### config.mk
export PLATFORM = sky130hd
export DESIGN_NAME = bcd_add_sequencer
export DESIGN_NICKNAME = d
export VERILOG_FILES = /design/src/rtl/bcd_add_sequencer.sv
export SDC_FILE = /design/constraint.sdc
export NUM_CORES = 1
export LEC_CHECK = 0
export CAP_MARGIN = 15
export CORE_UTILIZATION = 54
export CTS_BUF_LIST = sky130_fd_sc_hd__clkbuf_8
export DETAILED_ROUTE_END_ITERATION = 7
export PLACE_DENSITY_LB_ADDON = 0.12
export REMOVE_ABC_BUFFERS = 1
export SYNTH_ARGS = -nofsm -noshare
export SYNTH_HDL_FRONTEND = slang
export SYNTH_SLANG_ARGS = --single-unit
export TNS_END_PERCENT = 10
### constraint.sdc
create_clock -name CLOCK_50 -period 4.05 [get_ports CLOCK_50]
set_input_delay 0.405 -clock CLOCK_50 [delete_from_list [all_inputs] [get_ports CLOCK_50]]
set_output_delay 0.405 -clock CLOCK_50 [all_outputs]
set_load 0.01 [all_outputs]
### src/rtl/bcd_add_sequencer.sv
// Multi-cycle packed-BCD adder: one 4-bit decimal digit per clock, LSD first.
// Define BCD_ADD_SEQ_ACCUM_EN to take operand B from the running SUM_BCD total (accumulate mode).
module bcd_add_sequencer #(
  parameter int NDIG = 2
) (
  input  logic              CLOCK_50,
  input  logic              RESET_N,
  input  logic              START,
  input  logic              CIN,
  input  logic [4*NDIG-1:0] A_BCD,
  input  logic [4*NDIG-1:0] B_BCD,
  output logic              BUSY,
  output logic              DONE,
  output logic [4*NDIG-1:0] SUM_BCD,
  output logic              COUT,
  output logic              ERR
);

  localparam int W    = 4 * NDIG;
  localparam int IDXW = (NDIG > 1) ? $clog2(NDIG) : 1;

  typedef enum logic [1:0] {
    S_IDLE,
    S_CHECK,
    S_ADD,
    S_FINISH
  } state_t;

  state_t state, state_next;

  logic [W-1:0]    a_reg, b_reg, work_sum;
  logic            cin_reg, carry;
  logic [IDXW-1:0] idx;

  logic [3:0]   a_dig, b_dig, dig_out;
  logic [4:0]   dig_raw;
  logic         carry_next;
  logic [W-1:0] merged_sum;
  logic         operands_bad;
  logic         last_digit;

  assign last_digit = (idx == IDXW'(NDIG - 1));

  // Select the active digit pair and splice the corrected digit into the working sum.
  always_comb begin
    a_dig        = 4'd0;
    b_dig        = 4'd0;
    operands_bad = 1'b0;
    for (int i = 0; i < NDIG; i++) begin
      if (IDXW'(i) == idx) begin
        a_dig = a_reg[4*i +: 4];
        b_dig = b_reg[4*i +: 4];
      end
      if ((a_reg[4*i +: 4] > 4'd9) || (b_reg[4*i +: 4] > 4'd9)) begin
        operands_bad = 1'b1;
      end
    end
    dig_raw = {1'b0, a_dig} + {1'b0, b_dig} + {4'd0, carry};
    if (dig_raw > 5'd9) begin
      dig_out    = dig_raw[3:0] + 4'd6;
      carry_next = 1'b1;
    end else begin
      dig_out    = dig_raw[3:0];
      carry_next = 1'b0;
    end
    merged_sum = work_sum;
    for (int i = 0; i < NDIG; i++) begin
      if (IDXW'(i) == idx) begin
        merged_sum[4*i +: 4] = dig_out;
      end
    end
  end

  always_ff @(posedge CLOCK_50 or negedge RESET_N) begin
    if (!RESET_N) begin
      state <= S_IDLE;
    end else begin
      state <= state_next;
    end
  end

  always_comb begin
    state_next = state;
    case (state)
      S_IDLE:   if (START) state_next = S_CHECK;
      S_CHECK:  state_next = operands_bad ? S_FINISH : S_ADD;
      S_ADD:    if (last_digit) state_next = S_FINISH;
      S_FINISH: state_next = S_IDLE;
      default:  state_next = S_IDLE;
    endcase
  end

  // BUSY/DONE are registered from the next state so they align with the state register.
  always_ff @(posedge CLOCK_50 or negedge RESET_N) begin
    if (!RESET_N) begin
      BUSY     <= 1'b0;
      DONE     <= 1'b0;
      SUM_BCD  <= '0;
      COUT     <= 1'b0;
      ERR      <= 1'b0;
      a_reg    <= '0;
      b_reg    <= '0;
      cin_reg  <= 1'b0;
      carry    <= 1'b0;
      idx      <= '0;
      work_sum <= '0;
    end else begin
      BUSY <= (state_next != S_IDLE);
      DONE <= (state_next == S_FINISH);
      case (state)
        S_IDLE: begin
          if (START) begin
            a_reg   <= A_BCD;
`ifdef BCD_ADD_SEQ_ACCUM_EN
            b_reg   <= SUM_BCD;
`else
            b_reg   <= B_BCD;
`endif
            cin_reg <= CIN;
          end
        end
        S_CHECK: begin
          idx      <= '0;
          carry    <= cin_reg;
          work_sum <= '0;
          if (operands_bad) begin
            SUM_BCD <= '0;
            COUT    <= 1'b0;
            ERR     <= 1'b1;
          end
        end
        S_ADD: begin
          work_sum <= merged_sum;
          carry    <= carry_next;
          idx      <= idx + IDXW'(1);
          if (last_digit) begin
            SUM_BCD <= merged_sum;
            COUT    <= carry_next;
            ERR     <= 1'b0;
          end
        end
        default: ;
      endcase
    end
  end

endmodule

==> impl_metrics.py, run 1 <==
metrics = {
    "critical_path": {
        "crit_path_frequent_cell": "fa_1",
        "cp_cell_sequence": "mux2_2 > fa_1 > fa_1 > xnor2_1 > ha_1 > nor2b_1 > o41a_4 > mux2_4 > o21ai_2",
        "critPathLaunchType": "flip-flop",
        "end_kind": "flip-flop",
        "cp_max_fo": 16,
        "cp_slowest_cell": "dfrtp_1",
        "required_ns": 4.28,
        "cp.arrival_ns": 3.75,
        "path_class": "reg -> reg",
        "critPathMaxStageDelay_ns": 0.69,
    },
    "clocking": {
        "cts_buffers": 5,
        "cts_setup_buffers": 0,
        "cts_tree": "yes",
        "htree_levels": 2,
        "clock_path_buffers": 2,
        "cts_hold_buffers": 0,
        "cts-root-buf": "clkbuf_8",
        "clk_latency_ns": 0.29,
        "post_cts_resized": 0,
        "cts.clk_slew.worst_paths_ns": 0.07,
        "cts.sinks": 37,
    },
    "yosys": {
        "muxShareOfSynthArea_pct": 15.8,
        "syn_avg_cell_area_um2": 11.0,
        "synth_top_family_by_area": "multiplexers",
        "ys_seq_area_share_pct": 49.4,
        "synth-adder-area-share_pct": 7.48,
        "synth_cells": 170,
        "synth_seq_cells": 37,
        "synth_xor_area_share_pct": 0.935,
        "syn_area_um2": 1870,
        "synth_compound_area_share_pct": 13.2,
        "ys_types": 30,
        "synthSimpleGateAreaFrac_pct": 9.61,
        "yosysWarnings": 0,
    },
    "layout": {
        "layout_commonest_cell": "dfrtp_1",
        "num-nets-final": 232,
        "final_cell_mix": "37 x dfrtp_1, 31 x clkdlybuf4s50_1, 25 x mux2_2, 22 x nand2_1, 18 x o21ai_0",
        "synthToLayoutAreaGrowth_pct": 24.0,
        "multi_input_area_um2": 881,
        "n_antenna_cell": 0,
        "nFillCells": 279,
        "drive_gt1_share_pct": 20.2,
        "seq_area_um2": 926,
    },
    "timing": {
        "tns_ns": 0,
        "slew_headroom_pct": 54.9,
        "fmax_ghz": 0.284,
        "finalCritPeriodShare_pct": 87.0,
        "worst_slack_ns": 0.525,
        "post-route-min-period_ns": 3.52,
        "report.final.hold_viol_count": 0,
        "slew_viol_final": 0,
        "grt_setup_unrepaired": "no",
        "tightest_slew_ns": 0.675,
        "finClkSkew_ns": 0.00396,
        "setup_viol": 0,
    },
    "detailed_routing": {
        "drtIter0Drc": 46,
        "ant_nets": 0,
        "vias": 1331,
        "via_per_inst": 5.35,
        "dr.pass1.iters": 4,
        "post_drt_wl_per_cell_um": 14.4,
        "drcViolationCount": 0,
        "routed_wl_um": 3580,
    },
    "global_routing": {
        "antenna_found_initial": 0,
        "grt_use_met1_pct": 23.1,
        "grtUsageMet3_pct": 6.61,
        "met2_usage_pct": 39.7,
        "grt_pass1_vias": 1363,
        "grt_max_degree": 38,
        "grt_pass1_wl_um": 5800,
        "grt_remaining_overflow": 0,
        "top_usage_layer": "met2",
        "grt_usage_pct": 21.7,
    },
    "power_and_ir_drop": {
        "power.total_w": 0.00213,
        "pwr_density_cell_nw_per_um2": 916,
        "peakVddDrop_mv": 0.447,
        "leakagePower_nw": 1.02,
    },
    "floorplan": {
        "die_x_um": 60.9,
        "floorplan.die.height_um": 60.9,
        "start_util_pct": 56.2,
        "ios": 32,
        "core.rowCount": 21,
        "fp.coreArea_um2": 3340,
        "die_area_um2": 3710,
    },
    "placed_design": {
        "gp_congestion": 0.823,
        "dpl.hpwl_um": 2630,
        "port_buffers": 31,
        "dp_slack_ns": 0.575,
    },
    "outcome": {
        "outcome": "finished, final reports clean",
    },
    "min_path": {
        "hold_path_class": "reg -> reg",
    },
    "flow_run": {
        "max-cap-violations": 0,
    },
}
[cell usage after synthesis]
master	number	area share [%]
o31ai_1	3	1.2
dfrtp_1	37	49
a21o_2	1	0.47
o21ai_1	2	0.53
inv_1	11	2.2
a2111oi_0	1	0.47
nand2_1	22	4.4
o21ai_0	18	4.8
a21o_1	1	0.40
a211o_1	1	0.47
and3_4	2	1.2
ha_1	8	5.3
nand3_1	1	0.27
and4_1	1	0.47
o21ai_2	2	0.93
o22ai_1	2	0.67
xnor2_1	2	0.93
fa_1	2	2.1
nand2b_1	1	0.33
nor2_1	5	1.0
a21oi_1	6	1.6
mux2_2	25	15
mux2_4	1	0.80
nor2b_1	3	1.0
o41a_4	1	1.1
and2_1	1	0.33
nor3_1	1	0.27
clkbuf_1	7	1.4
o32ai_1	1	0.47
or2_1	1	0.33
[kinds of logic (layout without fill, tap and decap cells)]
family / count (synthesis) / in the layout
multiplexers: 26 / 26
XOR/XNOR: 2 / 2
AND/OR/NAND/NOR: 38 / 38
adder cells (fa/ha/maj): 10 / 10
flip-flops: 37 / 37
buffers and inverters: 18 / 51
AO/OA/AOI/OAI: 39 / 39
[metrics by stage]
step / hold WS [ns] / instances / utilization (%) / cell area, µm²
after detailed placement: 0.472 / 241 / 66.6 / 2220
after floorplan: 0.109 / 163 / - / 1850
after global placement: 0.462 / 241 / 66.6 / 2220
after CTS: 0.489 / 249 / 69.7 / 2320
final: 0.481 / 249 / 69.7 / 2320
after global routing: 0.514 / 249 / 69.7 / 2320
[metal layers]
layer	up-vias	wire (µm)
li1	651	-
met1	637	1520
met2	35	1850
met3	8	146
met4	0	60
met5	-	0
[report_power, final]
| group | switching [W] | total [W] | internal, W |
|---|---|---|---|
| Clock | 0.000131 | 0.000285 | 0.000154 |
| Sequential | 0.0000955 | 0.000595 | 0.000499 |
| Combinational | 0.000639 | 0.00125 | 0.000611 |
[path summary, 6_finish.rpt]
| check | startpoint | end | slack (ns) | cells past startpoint |
|---|---|---|---|---|
| worst max-delay path | idx$_DFFE_PN0P_ | SUM_BCD[6]$_DFFE_PN0P_ | 0.53 | 9 |
| worst min-delay path | SUM_BCD[0]$_DFFE_PN0P_ | SUM_BCD[0]$_DFFE_PN0P_ | 0.48 | 2 |
| worst max register to register | idx$_DFFE_PN0P_ | SUM_BCD[6]$_DFFE_PN0P_ | 0.53 | 9 |
| worst min register to register | SUM_BCD[0]$_DFFE_PN0P_ | SUM_BCD[0]$_DFFE_PN0P_ | 0.48 | 2 |
| max in group asynchronous | RESET_N | ERR$_DFFE_PN0P_ | 3.20 | 2 |
| min in group asynchronous | RESET_N | BUSY$_DFF_PN0_ | 0.52 | 2 |
[critical path, delay by kind of cell, from the launching register on]
kind                       cells  cell delay, ns
AOI/OAI and AO/OA              2            0.58
xor gates and xnor gates       1            0.19
adders and majority gates      3            1.11
DFF                            1            0.69
muxes                          2            0.74
and+or+nand+nor                1            0.14
[cell type report]
class | instances | area share (%)
Clock buffer | 7 | 4.14
Clock inverter | 1 | 0.215
Inverter | 11 | 1.78
Multi-Input combinational cell | 115 | 37.9
Sequential cell | 37 | 39.8
Tap cell | 46 | 2.48
Timing Repair Buffer | 32 | 13.7
(Power assumes the default switching activity.)
==> inputs of run 2 (changes only) <==
CAP_MARGIN = 20   (was 15)
==> results of run 2 <==
No change in the layout: final DEF, timing and power equal those of run 1.
==> inputs of run 3 (changes only) <==
CORE_MARGIN = 2   (was default)
==> run 3 against run 2 <==
Setup slack better by 0.015 ns. Clock skew up 0.0068 ns. Power up 3.8%. Worst hold slack worse by 0.0026 ns. First-iteration DRC count down 2.2%. Routed wire length down 1.6%. Global-route usage down 1.3 points. Via count up 0.53%. Clock power up 32%. Sequential power down 1%. Maximum frequency up 0.42%. Largest power group unchanged.
==> impl_metrics.py, run 3 (synthesized netlist as in run 1, its figures left out) <==
metrics = {
    "outcome": {
        "outcome": "finished, final reports clean",
    },
    "layout": {
        "drive_gt1_share_pct": 20.2,
        "postLayoutCoreUtil_pct": 70.6,
        "num-nets-final": 232,
        "final_cell_mix": "37 x dfrtp_1, 31 x clkdlybuf4s50_1, 25 x mux2_2, 22 x nand2_1, 18 x o21ai_0",
        "synthToLayoutAreaGrowth_pct": 25.8,
        "n_antenna_cell": 0,
        "layout_commonest_cell": "dfrtp_1",
    },
    "clocking": {
        "clk_latency_ns": 0.29,
        "clock_path_buffers": 2,
        "cts_hold_buffers": 0,
        "cts.sinks": 37,
        "cts.clk_slew.worst_paths_ns": 0.08,
        "htree_levels": 2,
        "cts_tree": "yes",
        "post_cts_resized": 0,
        "cts_setup_buffers": 0,
        "cts-root-buf": "clkbuf_8",
        "cts_buffers": 5,
    },
    "detailed_routing": {
        "ant_nets": 0,
        "dr.pass1.iters": 4,
        "vias": 1338,
        "drtIter0Drc": 45,
        "post_drt_wl_per_cell_um": 14.1,
        "via_per_inst": 5.37,
        "drcViolationCount": 0,
        "routed_wl_um": 3520,
    },
    "timing": {
        "post-route-min-period_ns": 3.51,
        "slew_viol_final": 0,
        "slew_headroom_pct": 55.8,
        "tns_ns": 0,
        "grt_setup_unrepaired": "no",
        "tightest_slew_ns": 0.661,
        "finClkSkew_ns": 0.0108,
        "report.final.hold_viol_count": 0,
        "setup_viol": 0,
        "finalCritPeriodShare_pct": 86.7,
        "holdWs_ns": 0.478,
        "fmax_ghz": 0.285,
    },
    "placed_design": {
        "dpl.hpwl_um": 2580,
        "port_buffers": 31,
        "gp_congestion": 0.822,
    },
    "floorplan": {
        "fp.coreArea_um2": 3340,
        "floorplan.die.height_um": 62.9,
        "core.rowCount": 21,
        "ios": 32,
        "die_area_um2": 3960,
        "die_x_um": 62.9,
        "start_util_pct": 56.2,
    },
    "critical_path": {
        "cp.arrival_ns": 3.74,
        "end_kind": "flip-flop",
        "critPathLaunchType": "flip-flop",
        "cp_max_fo": 16,
        "path_class": "reg -> reg",
        "required_ns": 4.28,
    },
    "global_routing": {
        "top_usage_layer": "met2",
        "grt_pass1_wl_um": 6390,
        "grt_remaining_overflow": 0,
        "antenna_found_initial": 0,
        "met2_usage_pct": 37.8,
        "grtUsageMet3_pct": 5.05,
        "grt_pass1_vias": 1495,
        "grt_max_degree": 38,
        "grt_use_met1_pct": 22.5,
        "grt_usage_pct": 20.4,
    },
    "power_and_ir_drop": {
        "power.total_w": 0.00221,
        "leakagePower_nw": 1.03,
        "peakVddDrop_mv": 0.504,
        "pwr_density_cell_nw_per_um2": 937,
    },
    "min_path": {
        "hold_path_class": "reg -> reg",
    },
    "flow_run": {
        "max-cap-violations": 0,
    },
}
## run 3: metrics by stage
stage	area, µm²	instances	setup slack (ns)
finish	2360	249	0.540
global route	2360	249	0.388
CTS	2360	249	0.548
detailed placement	2220	241	0.574
global placement	2220	241	0.696
floorplan	1850	163	0.813
## run 3: worst max-delay path, stage by stage (launching register included)
cell and delay (ns):
dfrtp_1 0.67, mux2_2 0.41, fa_1 0.44, fa_1 0.42, xnor2_1 0.18, ha_1 0.24, nor2b_1 0.16, o41a_4 0.47
mux2_4 0.33, o21ai_2 0.12
## run 3: area by class of cell
type | count | area (µm²)
repair buffers | 32 | 318
flip-flops and latches | 37 | 926
multi-input cells | 115 | 881
clock buffers | 5 | 68.8
inverters | 11 | 41.3
fillers | 250 | 980
clock inverters | 3 | 65.1
well taps | 46 | 57.6
## run 3: power by group
| group | switching (W) | leakage (nW) | internal [W] |
|---|---|---|---|
| clock network | 0.000132 | 0.0681 | 0.000245 |
| logic | 0.000639 | 0.501 | 0.000605 |
| registers | 0.0000894 | 0.464 | 0.000499 |
## run 3: final timing paths
path	slack, ns	from	cells after the start	end
min in group asynchronous	0.53	RESET_N	2	SUM_BCD[0]$_DFFE_PN0P_
setup reg to reg	0.54	idx$_DFFE_PN0P_	9	SUM_BCD[6]$_DFFE_PN0P_
max in group asynchronous	3.19	RESET_N	2	a_reg[1]$_DFFE_PN0P_
setup / recovery	0.54	idx$_DFFE_PN0P_	9	SUM_BCD[6]$_DFFE_PN0P_
hold reg to reg	0.48	SUM_BCD[4]$_DFFE_PN0P_	2	SUM_BCD[4]$_DFFE_PN0P_
hold / removal	0.48	SUM_BCD[4]$_DFFE_PN0P_	2	SUM_BCD[4]$_DFFE_PN0P_
## run 3: per-layer routing
metal  part of all wire [%]  vias up
met5                      0        -
met4                    1.3        0
met3                    4.2        6
met2                     54       31
met1                     40      650
li1                       -      651
==> RTL edit: new RTL, config.mk and constraints of run 2 <==
Register the output `DONE` once more, cleared by the reset; this adds one clock of latency there. The other outputs are not delayed to match. Comments in the files are not updated.
--- a/src/rtl/bcd_add_sequencer.sv
+++ b/src/rtl/bcd_add_sequencer.sv
@@ -25,6 +25,8 @@
     S_ADD,
     S_FINISH
   } state_t;
+
+  logic DONE_s0;
 
   state_t state, state_next;
 
@@ -94,7 +96,7 @@
   always_ff @(posedge CLOCK_50 or negedge RESET_N) begin
     if (!RESET_N) begin
       BUSY     <= 1'b0;
-      DONE     <= 1'b0;
+      DONE_s0  <= 1'b0;
       SUM_BCD  <= '0;
       COUT     <= 1'b0;
       ERR      <= 1'b0;
@@ -106,7 +108,7 @@
       work_sum <= '0;
     end else begin
       BUSY <= (state_next != S_IDLE);
-      DONE <= (state_next == S_FINISH);
+      DONE_s0 <= (state_next == S_FINISH);
       case (state)
         S_IDLE: begin
           if (START) begin
@@ -144,5 +146,13 @@
     end
   end
 
+  always_ff @(posedge CLOCK_50 or negedge RESET_N) begin
+    if (!RESET_N) begin
+      DONE <= '0;
+    end else begin
+      DONE <= DONE_s0;
+    end
+  end
+
 endmodule
 
Behaviour: not the same (a bounded check fails within 4 cycles, from zero or initial values and one cycle with RESET_N low).
==> RTL edit against run 2 <==
  * Synthesized area decreased by 1.3%
  * Setup slack improved by 0.017 ns
  * Power up 4.3%
  * First-iteration DRC count down 37%
  * Clock power shrank 9.1%
  * Sequential cell count is 1 higher
  * Cell area fell by 1.3%
  * Critical path depth increased by 1
  * Synthesized cell count shrank 4.1%
  * Non-clock buffer count grew 1
  * Routed wire length decreased by 1.6%
==> RTL edit: results (changes against run 2) <==
Place
  – Routability cong.: 0.8759 (+6.5%)
  – DP HPWL: 2.613 mm (-0.61%)
  – Placed cell areas: 2196 sq um (-1.2%)

Power and ir drop
  – Net Sw Frac: 41.63% (+0.98 points)
  – VDD IR-drop max: 0.4761 mV (+6.6%)
  – Leakage power: 1.007 nW (-1.2%)
  – Clock Power: 259 uW (-9.1%)
  – Sequential cell power: 650 uW (+9.2%)
  – Clock group share of total power: 11.7% (-1.7 points)

Synth
  – Xor/xnor cell area share of the yosys netlist: 0.9466% (+0.012 points)
  – Compound-cell area share of the yosys netlist: 13.66% (+0.51 points)
  – Fraction of the mapped netlist area in adder cells: 7.573% (+0.096 points)
  – Post-synthesis mux area share: 15.75% (-0.067 points)
  – Synth unique cells: 31 (+3.3%)
  – Seq cells post-synth: 38 (+2.7%)
  – Largest cells by area after synthesis: dfrtp_1 (51%), mux2_2 (15%), ha_1 (5.4%), o21ai_0 (4.9%), nand2_1 (3.9%)
  – Sequential area share after synthesis: 51.39% (+2.0 points)
  – Post-synth top cells: dfrtp_1 (38), mux2_2 (25), nand2_1 (19), o21ai_0 (18), inv_1 (9)
  – Post-synth ARST share: 100.0% (unchanged)

Drt
  – Final WL: 3.518 mm (-1.6%)
  – DR vias: 1334 (+0.23%)
  – Pre-antenna DRT Iters: 3 (-1)
  – Drt initial violations: 29 (-37%)

Finish
  – Multi-input combinational area share: 36.53% (-1.4 points)
  – Fillers: 250 (-10%)
  – Buffers, non-clock: 33 (+3.1%)
  – Fraction of layout cells with a size suffix above 1: 18.27% (-1.9 points)
  – Non-clk buf share: 14.18% (+0.51 points)
  – Clock buffer count: 6 (-1)
  – Inverters: 9 (-2)
  – Storage element area: 950.9 sq um (+2.7%)
  – Nets: 226 (-2.6%)
  – Clock-cell share of area: 3.980% (-0.38 points)
  – #MultiIn Comb: 109 (-5.2%)

Clock tree
  – Cts bufs inserted: 5 (unchanged)
  – Clock Path Buffers: 2 (unchanged)
  – Setup Buffers After CTS: 0 (unchanged)
  – Clk root buf: clkbuf_8

STA
  – Worst Tran Pin Value: 0.6832 ns (+0.007832 ns)
  – Clk_skew: 0.006127 ns (+0.002169 ns)
  – Fin Hold WS: 0.3529 ns (-0.1281 ns)

Floorplanning
  – Core area: 3153 sq um (-5.5%)

Global routing
  – First-pass GRT wire length: 5.871 mm (+1.3%)
  – Largest net degree at the start of global routing: 39 (+2.6%)
  – Total track usage: 22.30% (+0.58 points)
  – Vias in the first global route: 1402 (+2.9%)

Status
  – Status: finished, final reports clean

Worst setup path
  – R2R depth: 10 (+1)
  – Reg2Reg Capture Point: work_sum[1]$_DFFE_PN0P_
  – FF-to-FF setup slack: 0.54 ns (+0.02 ns)
  – Arrival time worst endpoint: 3.69 ns (-0.06 ns)
  – Crit path max fanout: 15 (-1)
  – Crit-path max cell delay: 0.63 ns (-0.06 ns)
RTL edit: stage by stage:
stage          std cells  utilization (%)  setup slack [ns]
2_1_floorplan        156                -            0.8189
3_3_place_gp         232            69.64            0.6946
3_5_place_dp         232            69.64            0.5788
4_1_cts              240            72.54            0.5597
5_1_grt              241            72.78            0.3752
6_report             241            72.78            0.5424
RTL edit: worst min-delay path by stage:
stage,end,startpoint,cells after the start
2_1_floorplan,BUSY$_DFF_PN0_,RESET_N,0
3_3_place_gp,DONE$_DFF_PN0_,DONE_s0$_DFF_PN0_,0
3_5_place_dp,DONE$_DFF_PN0_,DONE_s0$_DFF_PN0_,0
4_1_cts,DONE$_DFF_PN0_,DONE_s0$_DFF_PN0_,0
5_1_grt,DONE$_DFF_PN0_,DONE_s0$_DFF_PN0_,0
6_report,DONE$_DFF_PN0_,DONE_s0$_DFF_PN0_,0
RTL edit: routing by layer:
metal  global-route usage, %  wire, um
met5                       0         0
met1                   22.84      1406
met3                   6.610       130
met2                   40.66      1891
met4                   12.01        91
